## src/rtl/fetch_stage_if.sv

```systemverilog
// Instruction-memory req/ack port between the fetch stage and instruction memory.
// One request is outstanding at a time; imem_rdata is valid in the imem_ack cycle.
interface fetch_stage_if;
    logic        imem_req;
    logic [31:0] imem_addr;
    logic        imem_ack;
    logic [31:0] imem_rdata;

    modport master (
        output imem_req,
        output imem_addr,
        input  imem_ack,
        input  imem_rdata
    );

    modport slave (
        input  imem_req,
        input  imem_addr,
        output imem_ack,
        output imem_rdata
    );
endinterface

```

## src/rtl/fetch_stage.sv

```systemverilog
// MIPS instruction-fetch stage: drives the PC's next value, fetches over a req/ack
// memory port and presents the instruction to ID through a stallable, flushable IF/ID register.
module fetch_stage #(
    parameter logic [31:0] RESET_PC = 32'h0000_0000
) (
    input  logic               clock,
    input  logic               reset_n,
    input  logic [31:0]        pc,
    output logic [31:0]        new_pc,
    fetch_stage_if.master      imem,
    input  logic               stall,
    input  logic               branch_taken,
    input  logic [31:0]        branch_target,
    output logic               if_valid,
    output logic [31:0]        if_instr,
    output logic [31:0]        if_pc4
);

    typedef enum logic [1:0] {
        S_IDLE  = 2'd0,
        S_BUSY  = 2'd1,
        S_DRAIN = 2'd2,
        S_HELD  = 2'd3
    } state_e;

    state_e      state_q,      state_d;
    logic        req_q,        req_d;
    logic [31:0] addr_q,       addr_d;
    logic        valid_q,      valid_d;
    logic [31:0] instr_q,      instr_d;
    logic [31:0] pc4_q,        pc4_d;
    logic [31:0] held_instr_q, held_instr_d;
    logic [31:0] held_pc4_q,   held_pc4_d;
    logic        can_load_s;
    logic [31:0] new_pc_s;

    // Next-PC select; reset forces RESET_PC so the free-running PC register starts there.
    always_comb begin
        new_pc_s = pc;
        if (!reset_n) begin
            new_pc_s = RESET_PC;
        end else if (branch_taken) begin
            new_pc_s = branch_target;
        end else if ((state_q == S_BUSY) && imem.imem_ack) begin
            new_pc_s = pc + 32'd4;
        end else begin
            new_pc_s = pc;
        end
    end

    // Fetch FSM next state plus IF/ID register and held-buffer next values.
    always_comb begin
        state_d      = state_q;
        req_d        = req_q;
        addr_d       = addr_q;
        instr_d      = instr_q;
        pc4_d        = pc4_q;
        held_instr_d = held_instr_q;
        held_pc4_d   = held_pc4_q;
        can_load_s   = !valid_q || !stall;
        // ID consuming without a new load empties the IF/ID register.
        valid_d      = (valid_q && !stall) ? 1'b0 : valid_q;

        case (state_q)
            S_IDLE: begin
                if (!branch_taken) begin
                    req_d   = 1'b1;
                    addr_d  = pc;
                    state_d = S_BUSY;
                end else begin
                    state_d = S_IDLE;
                end
            end
            S_BUSY: begin
                if (imem.imem_ack) begin
                    req_d = 1'b0;
                    if (branch_taken) begin
                        state_d = S_IDLE;
                    end else if (can_load_s) begin
                        instr_d = imem.imem_rdata;
                        pc4_d   = addr_q + 32'd4;
                        valid_d = 1'b1;
                        state_d = S_IDLE;
                    end else begin
                        held_instr_d = imem.imem_rdata;
                        held_pc4_d   = addr_q + 32'd4;
                        state_d      = S_HELD;
                    end
                end else if (branch_taken) begin
                    state_d = S_DRAIN;
                end else begin
                    state_d = S_BUSY;
                end
            end
            S_DRAIN: begin
                if (imem.imem_ack) begin
                    req_d   = 1'b0;
                    state_d = S_IDLE;
                end else begin
                    state_d = S_DRAIN;
                end
            end
            S_HELD: begin
                if (branch_taken) begin
                    state_d = S_IDLE;
                end else if (can_load_s) begin
                    instr_d = held_instr_q;
                    pc4_d   = held_pc4_q;
                    valid_d = 1'b1;
                    state_d = S_IDLE;
                end else begin
                    state_d = S_HELD;
                end
            end
            default: begin
                req_d   = 1'b0;
                state_d = S_IDLE;
            end
        endcase

        // A redirect flushes IF/ID regardless of stall; stale payload stays.
        if (branch_taken) begin
            valid_d = 1'b0;
        end else begin
            valid_d = valid_d;
        end
    end

    // State and output registers.
    always_ff @(posedge clock or negedge reset_n) begin
        if (!reset_n) begin
            state_q      <= S_IDLE;
            req_q        <= 1'b0;
            addr_q       <= RESET_PC;
            valid_q      <= 1'b0;
            instr_q      <= 32'h0000_0000;
            pc4_q        <= 32'h0000_0000;
            held_instr_q <= 32'h0000_0000;
            held_pc4_q   <= 32'h0000_0000;
        end else begin
            state_q      <= state_d;
            req_q        <= req_d;
            addr_q       <= addr_d;
            valid_q      <= valid_d;
            instr_q      <= instr_d;
            pc4_q        <= pc4_d;
            held_instr_q <= held_instr_d;
            held_pc4_q   <= held_pc4_d;
        end
    end

    assign new_pc         = new_pc_s;
    assign imem.imem_req  = req_q;
    assign imem.imem_addr = addr_q;
    assign if_valid       = valid_q;
    assign if_instr       = instr_q;
    assign if_pc4         = pc4_q;

endmodule
```

## src/flat_wrapper.sv

```systemverilog
// flat-port wrapper written by rule: the top's interface ports become plain ports
module fetch_stage_flat 
#(
    parameter logic [31:0] RESET_PC = 32'h0000_0000
)
  (clock, reset_n, pc, new_pc, stall, branch_taken, branch_target, if_valid, if_instr, if_pc4, imem_imem_req, imem_imem_addr, imem_imem_ack, imem_imem_rdata);
  fetch_stage_if imem_i ();
  input  logic clock;
  input  logic reset_n;
  input  logic [31:0] pc;
  output logic [31:0] new_pc;
  input  logic stall;
  input  logic branch_taken;
  input  logic [31:0] branch_target;
  output logic if_valid;
  output logic [31:0] if_instr;
  output logic [31:0] if_pc4;
  output wire logic [$bits(imem_i.imem_req)-1:0] imem_imem_req;
  output wire logic [$bits(imem_i.imem_addr)-1:0] imem_imem_addr;
  input wire logic [$bits(imem_i.imem_ack)-1:0] imem_imem_ack;
  input wire logic [$bits(imem_i.imem_rdata)-1:0] imem_imem_rdata;
  assign imem_imem_req = imem_i.imem_req;
  assign imem_imem_addr = imem_i.imem_addr;
  assign imem_i.imem_ack = imem_imem_ack;
  assign imem_i.imem_rdata = imem_imem_rdata;
  fetch_stage #(.RESET_PC(RESET_PC)) u_core (.clock(clock), .reset_n(reset_n), .pc(pc), .new_pc(new_pc), .imem(imem_i), .stall(stall), .branch_taken(branch_taken), .branch_target(branch_target), .if_valid(if_valid), .if_instr(if_instr), .if_pc4(if_pc4));
endmodule
```

## config.mk

```make
export PLATFORM = sky130hd
export DESIGN_NAME = fetch_stage_flat
export DESIGN_NICKNAME = d
export VERILOG_FILES = /design/src/rtl/fetch_stage_if.sv /design/src/rtl/fetch_stage.sv /design/src/flat_wrapper.sv
export SDC_FILE = /design/constraint.sdc
export NUM_CORES = 1
export LEC_CHECK = 0
export CAP_MARGIN = 20
export CORE_UTILIZATION = 44
export CTS_CLUSTER_SIZE = 12
export DETAILED_ROUTE_END_ITERATION = 10
export PLACE_DENSITY = 0.77
export SYNTH_ARGS = -nofsm -noshare
export SYNTH_HDL_FRONTEND = slang
export SYNTH_SLANG_ARGS = --single-unit
```

## constraint.sdc

```tcl
create_clock -name clock -period 2.7 [get_ports clock]
set_clock_uncertainty 0.1 [all_clocks]
set_input_delay 0.54 -clock clock [delete_from_list [all_inputs] [get_ports clock]]
set_output_delay 0.54 -clock clock [all_outputs]
set_load 0.1 [all_outputs]
```

After elaboration in Yosys (flattened, before gate mapping)
Index checks and enable logic that the tools add are counted.
{"block": "totals", "regBits": 164, "in_bits": 101, "out_inout_bits": 130, "elab_cells": 65}
{"block": "op_classes", "add_sub_neg": 2, "n_eq_ne": 10, "muxes": 30, "bitwise_logic": 2, "reduce_logical": 13}
{"cell": "32-bit two-way mux", "count": 13}
{"cell": "32-bit one-hot mux with 2 select lines", "count": 2}
{"cell": "32-bit by 3-bit adder with 32-bit output, second input constant", "count": 2}
{"cell": "2-bit two-way mux", "count": 5}
{"cell": "2-bit inequality test, second input constant", "count": 4}
{"cell": "2-bit one-hot mux with 4 select lines", "count": 1}
{"cell": "1-bit two-way mux", "count": 7}
{"cell": "2-bit by 1-bit inequality test with 1-bit output, second input constant", "count": 3}
{"cell": "6-bit AND reduction", "count": 1}
{"cell": "2-bit == test, second input constant", "count": 2}
{"cell": "1-bit one-hot mux with 2 select lines", "count": 2}
{"cell": "4-bit AND reduction", "count": 1}
{"cell": "2-bit nonzero test", "count": 2}
{"cell": "3-bit AND reduction", "count": 1}
{"cell": "2-bit by 1-bit == test with 1-bit output, second input constant", "count": 1}
{"cell": "1-bit logical AND", "count": 2}
{"cell": "1-bit logical NOT", "count": 2}
{"cell": "2-bit logical NOT", "count": 1}
{"cell": "1-bit inverter", "count": 2}
{"cell": "2-bit AND reduction", "count": 1}
{"cell": "2-bit OR reduction", "count": 1}
{"cell": "1-bit logical OR", "count": 1}

Longest topological paths before layout
Gate-level depths: netlist of the first run.
{"block": "depth", "ltp_word": 7, "ltp_mapped": 9, "mapped_depth_nobuf": 7}

Least setup slack after synthesis of the first run
Ideal clock, no wire load.
{"block": "synth_timing", "path_kind": "input to output", "from": "input port pc[11]", "to": "output port new_pc[26]", "arrival_time_ns": 3.778, "setup_slack_ns": -1.718, "path_stages": 6, "n_path_buf": 1, "path_cell_list": "nand3_1 -> or3_4 -> buf_2 -> nor4_1 -> nor3_1 -> a211oi_1"}
{"block": "synth_via", "elab_chain_len": 4}
{"element": "start, declared", "line": "flat_wrapper.sv:10", "source": "input logic [31:0] pc;"}
{"element": "32-bit by 3-bit adder with 32-bit output", "line": "fetch_stage.sv:45", "source": "new_pc_s = pc + 32'd4;"}
{"element": "32-bit two-way mux", "line": "fetch_stage.sv:44", "source": "end else if ((state_q == S_BUSY) && imem.imem_ack) begin"}
{"element": "32-bit two-way mux", "line": "fetch_stage.sv:42", "source": "end else if (branch_taken) begin"}
{"element": "32-bit two-way mux", "line": "fetch_stage.sv:40", "source": "if (!reset_n) begin"}
{"element": "end, declared", "line": "flat_wrapper.sv:11", "source": "output logic [31:0] new_pc;"}
Every way passes these cells.

Final worst setup path of the first run
{"block": "layout_timing", "from": "input port pc[10]", "to": "output port new_pc[31]"}
The elaborated chain is that of the path after synthesis.

==> impl_metrics.ini, run 1 <==
[grt]
antenna_found_initial = 0
grt_max_degree = 94
grt_pass1_vias = 7714
overflow = 0
grt_use_total_pct = 26.3
grt_pass1_wl_um = 40300

[drt]
vias = 7673
drc = 10
wl_um = 24800
vias_per_cell = 5.38
drtIter0Drc = 433
postRouteAntennaNets = 0
wl_per_cell_um = 17.4
drtPass1Iterations = 8

[cells_and_area]
synthToLayoutAreaGrowth_pct = 53.7
nets = 1293
drive_gt1_share_pct = 30.5
fin_cells = 1426
diodes = 0

[cts]
cts_sinks = 164
htreeDepth = 4
root_buffer = clkbuf_16
clock_path_buffers = 2
clk_pin_slew_ns = 0.07
cts_hold_buf = 0
cts_tree = done
numCtsBuffers = 17
worstSkewPairLatency_ns = 0.43

[placed_design]
port_buffers = 230
dp.cells = 1378
place_congestion = 0.890
dp_hpwl_um = 18100

[die]
dieHeight_um = 139
initial_core_util_pct = 45.4
num_rows = 49
fp.dieArea_um2 = 19300
die_x_um = 139
coreArea_um2 = 18200
io_pins = 231

[yosys]
synth-async-reset-ratio_pct = 100
ys_ff_latch = 164
synth.area.mux_share_pct = 8.81
synth_ff_type = dfrtp_1
synthAdderAreaFrac_pct = 1.21
syn-instance-count = 899
yosys.cell_types.count = 44
syn-cell-area_um2 = 8270
synth_edf_count = 0
yosysSeqAreaShare_pct = 49.7
syn_avg_cell_area_um2 = 9.19
synthSimpleGateAreaFrac_pct = 19.4
synth_warnings = 0
syn-num-nets = 1008
synth-xor-area-share_pct = 4.87
synth_top_family_by_area = simple AND/OR/NAND/NOR gates
synth_compound_area_share_pct = 12.6

[setup_path]
cpMostUsedCell = or3_4
rr_worst_depth = 10
critical_path_peak_fanout = 8
cp-start-kind = primary input
worstPathArrival_ns = 2.55
crit_start = pc[10]
path_delay_family = simple AND/OR/NAND/NOR gates
cp_data_required_time_ns = 2.06
critPathCaptureType = output pin
r2r-start = u_core.state_q[0]
worstSetupPathType = in -> out
crit_buf_inv = 2
crit_path_cell_trace = dlygate4sd2_1 > nand3_4 > or3_4 > or4_4 > or3_4 > a31oi_4 > buf_12
crit_path_max_incr_delay_ns = 0.57
cp.depth = 7
critPathSlowestCell = or4_4

[pwr]
p_per_area_nw_per_um2 = 880
vdd_drop_max_mv = 0.636
power.leakage_nw = 5.77
power.total_mw = 11.2

[timing]
setup_ws_ns = -0.486
slew_violations = 0
rsz0062_at_grt = yes
max_freq_mhz = 314
maxSlewHeadroom_pct = 42.7
setup-violations-final = 29
tightestPinTransition_ns = 0.859
fin_crit_sh_pct = 118
hold_viol = 0
post-route-min-period_ns = 3.19

[outcome]
violations = design-rule violations, negative setup slack
status = finished, violations left

[hold_path]
hp-class = in -> async

[job]
maxCapViolCount = 0
-- where the power goes --
group | switching, mW | internal [mW] | total (mW)
sequential | 0.389 | 2.96 | 3.35
clock | 1.02 | 1.58 | 2.60
combinational | 4.00 | 1.23 | 5.23
-- registers in the layout, summed over array words and instances, names as in the netlist --
signal                 flops
u_core.if_instr           32
u_core.state_q             2
u_core.if_valid            1
u_core.held_instr_q       32
u_core.imem.imem_addr     32
u_core.held_pc4_q         32
u_core.imem.imem_req       1
u_core.if_pc4             32
-- final timing paths --
kind                                            endpoint  slack, ns
worst max-delay path                          new_pc[31]      -0.49
worst min-delay path            u_core.imem.imem_addr[6]       0.25
worst max register to register         u_core.if_pc4[15]       0.23
worst min register to register     u_core.held_pc4_q[24]       0.37
max in group asynchronous         u_core.held_instr_q[8]       1.02
min in group clock                 u_core.held_pc4_q[24]       0.37
-- layout make-up --
cell class              count  area [µm²]
fillers                  1326        5500
multi-input cells         662        4430
flip-flops and latches    164        4100
repair buffers            326        3190
clock buffers              18         439
well taps                 229         287
clock inverters            14         200
inverters                  13        51.3
-- cell usage after synthesis, types with 7 or more instances --
master	count	area, µm²
nor3_1	15	75.1
nand2_1	209	785
ha_1	8	100
clkbuf_1	50	188
nand4_1	16	100
o21ai_0	105	526
and3_1	11	68.8
mux2_2	30	338
mux2i_1	39	390
nor2_1	36	135
a21oi_1	37	185
nor4_1	7	43.8
nand3_1	26	130
and4_1	7	61.3
dfrtp_1	164	4100
xor2_1	21	184
xnor2_1	25	219
inv_1	13	48.8
o22ai_1	14	87.6
-- routing by layer --
metal / wire length [µm] / GRT usage [%]
met3: 1610 / 6.28
met1: 10400 / 33.5
met4: 688 / 9.94
met5: 0 / 0
met2: 12100 / 43.4
-- cells in the final DEF, fill, tap and decap left out, drive strengths merged, types with 20 or more instances in the layout --
master and n:
o21ai 105, xnor2 25, nand2 210, nor2 36, mux2i 39, a21oi 37
mux2 30, clkdlybuf4s50 79, buf 225, clkbuf 20, nand3 26, dfrtp 164
xor2 21
-- worst reg2reg max path: stages (launching register included) --
cell	delay [ns]
dfrtp_1	0.41
ha_4	0.18
buf_4	0.13
buf_6	0.11
buf_4	0.14
nand2b_1	0.19
a221oi_2	0.39
buf_12	0.22
nand2_1	0.07
buf_4	0.22
o211ai_1	0.21
-- metrics by stage --
step | util, % | hold WS [ns] | instance area [µm²] | worst slack [ns] | setup TNS, ns
2_1_floorplan | - | 0.144 | 8580 | -0.527 | -3.76
3_3_place_gp | 64.3 | 0.354 | 11700 | -0.923 | -12.49
3_5_place_dp | 64.3 | 0.362 | 11700 | -0.943 | -13.09
4_1_cts | 69.0 | 0.247 | 12600 | -0.511 | -7.98
5_1_grt | 69.8 | 0.283 | 12700 | -0.565 | -11.16
6_report | 69.8 | 0.250 | 12700 | -0.486 | -8.49
-- cell families (layout without fill, tap and decap cells) --
group	count (synthesis)	in the layout
XOR/XNOR	46	46
AND/OR/NAND/NOR	353	353
multiplexers	69	69
AO/OA/AOI/OAI	186	186
adder cells (fa/ha/maj)	8	8
flip-flops	164	164
buffers and inverters	73	371
-- repair_timing --
item	4_1_cts	5_1_grt
setup endpoints to repair	27	27
resized for setup	55	17
setup buffers	6	10
pin swaps	24	13
gates cloned	0	0
Note: power is estimated with default switching activity, not from simulation.
==> inputs of run 2 (changes only) <==
--- a/config.mk
+++ b/config.mk
@@ -10,6 +10,7 @@
 export CTS_CLUSTER_SIZE = 12
 export DETAILED_ROUTE_END_ITERATION = 10
 export PLACE_DENSITY = 0.77
+export SLEW_MARGIN = 0
 export SYNTH_ARGS = -nofsm -noshare
 export SYNTH_HDL_FRONTEND = slang
 export SYNTH_SLANG_ARGS = --single-unit
==> results of run 2 <==
The final DEF is identical to that of run 1; final timing and power are the same.
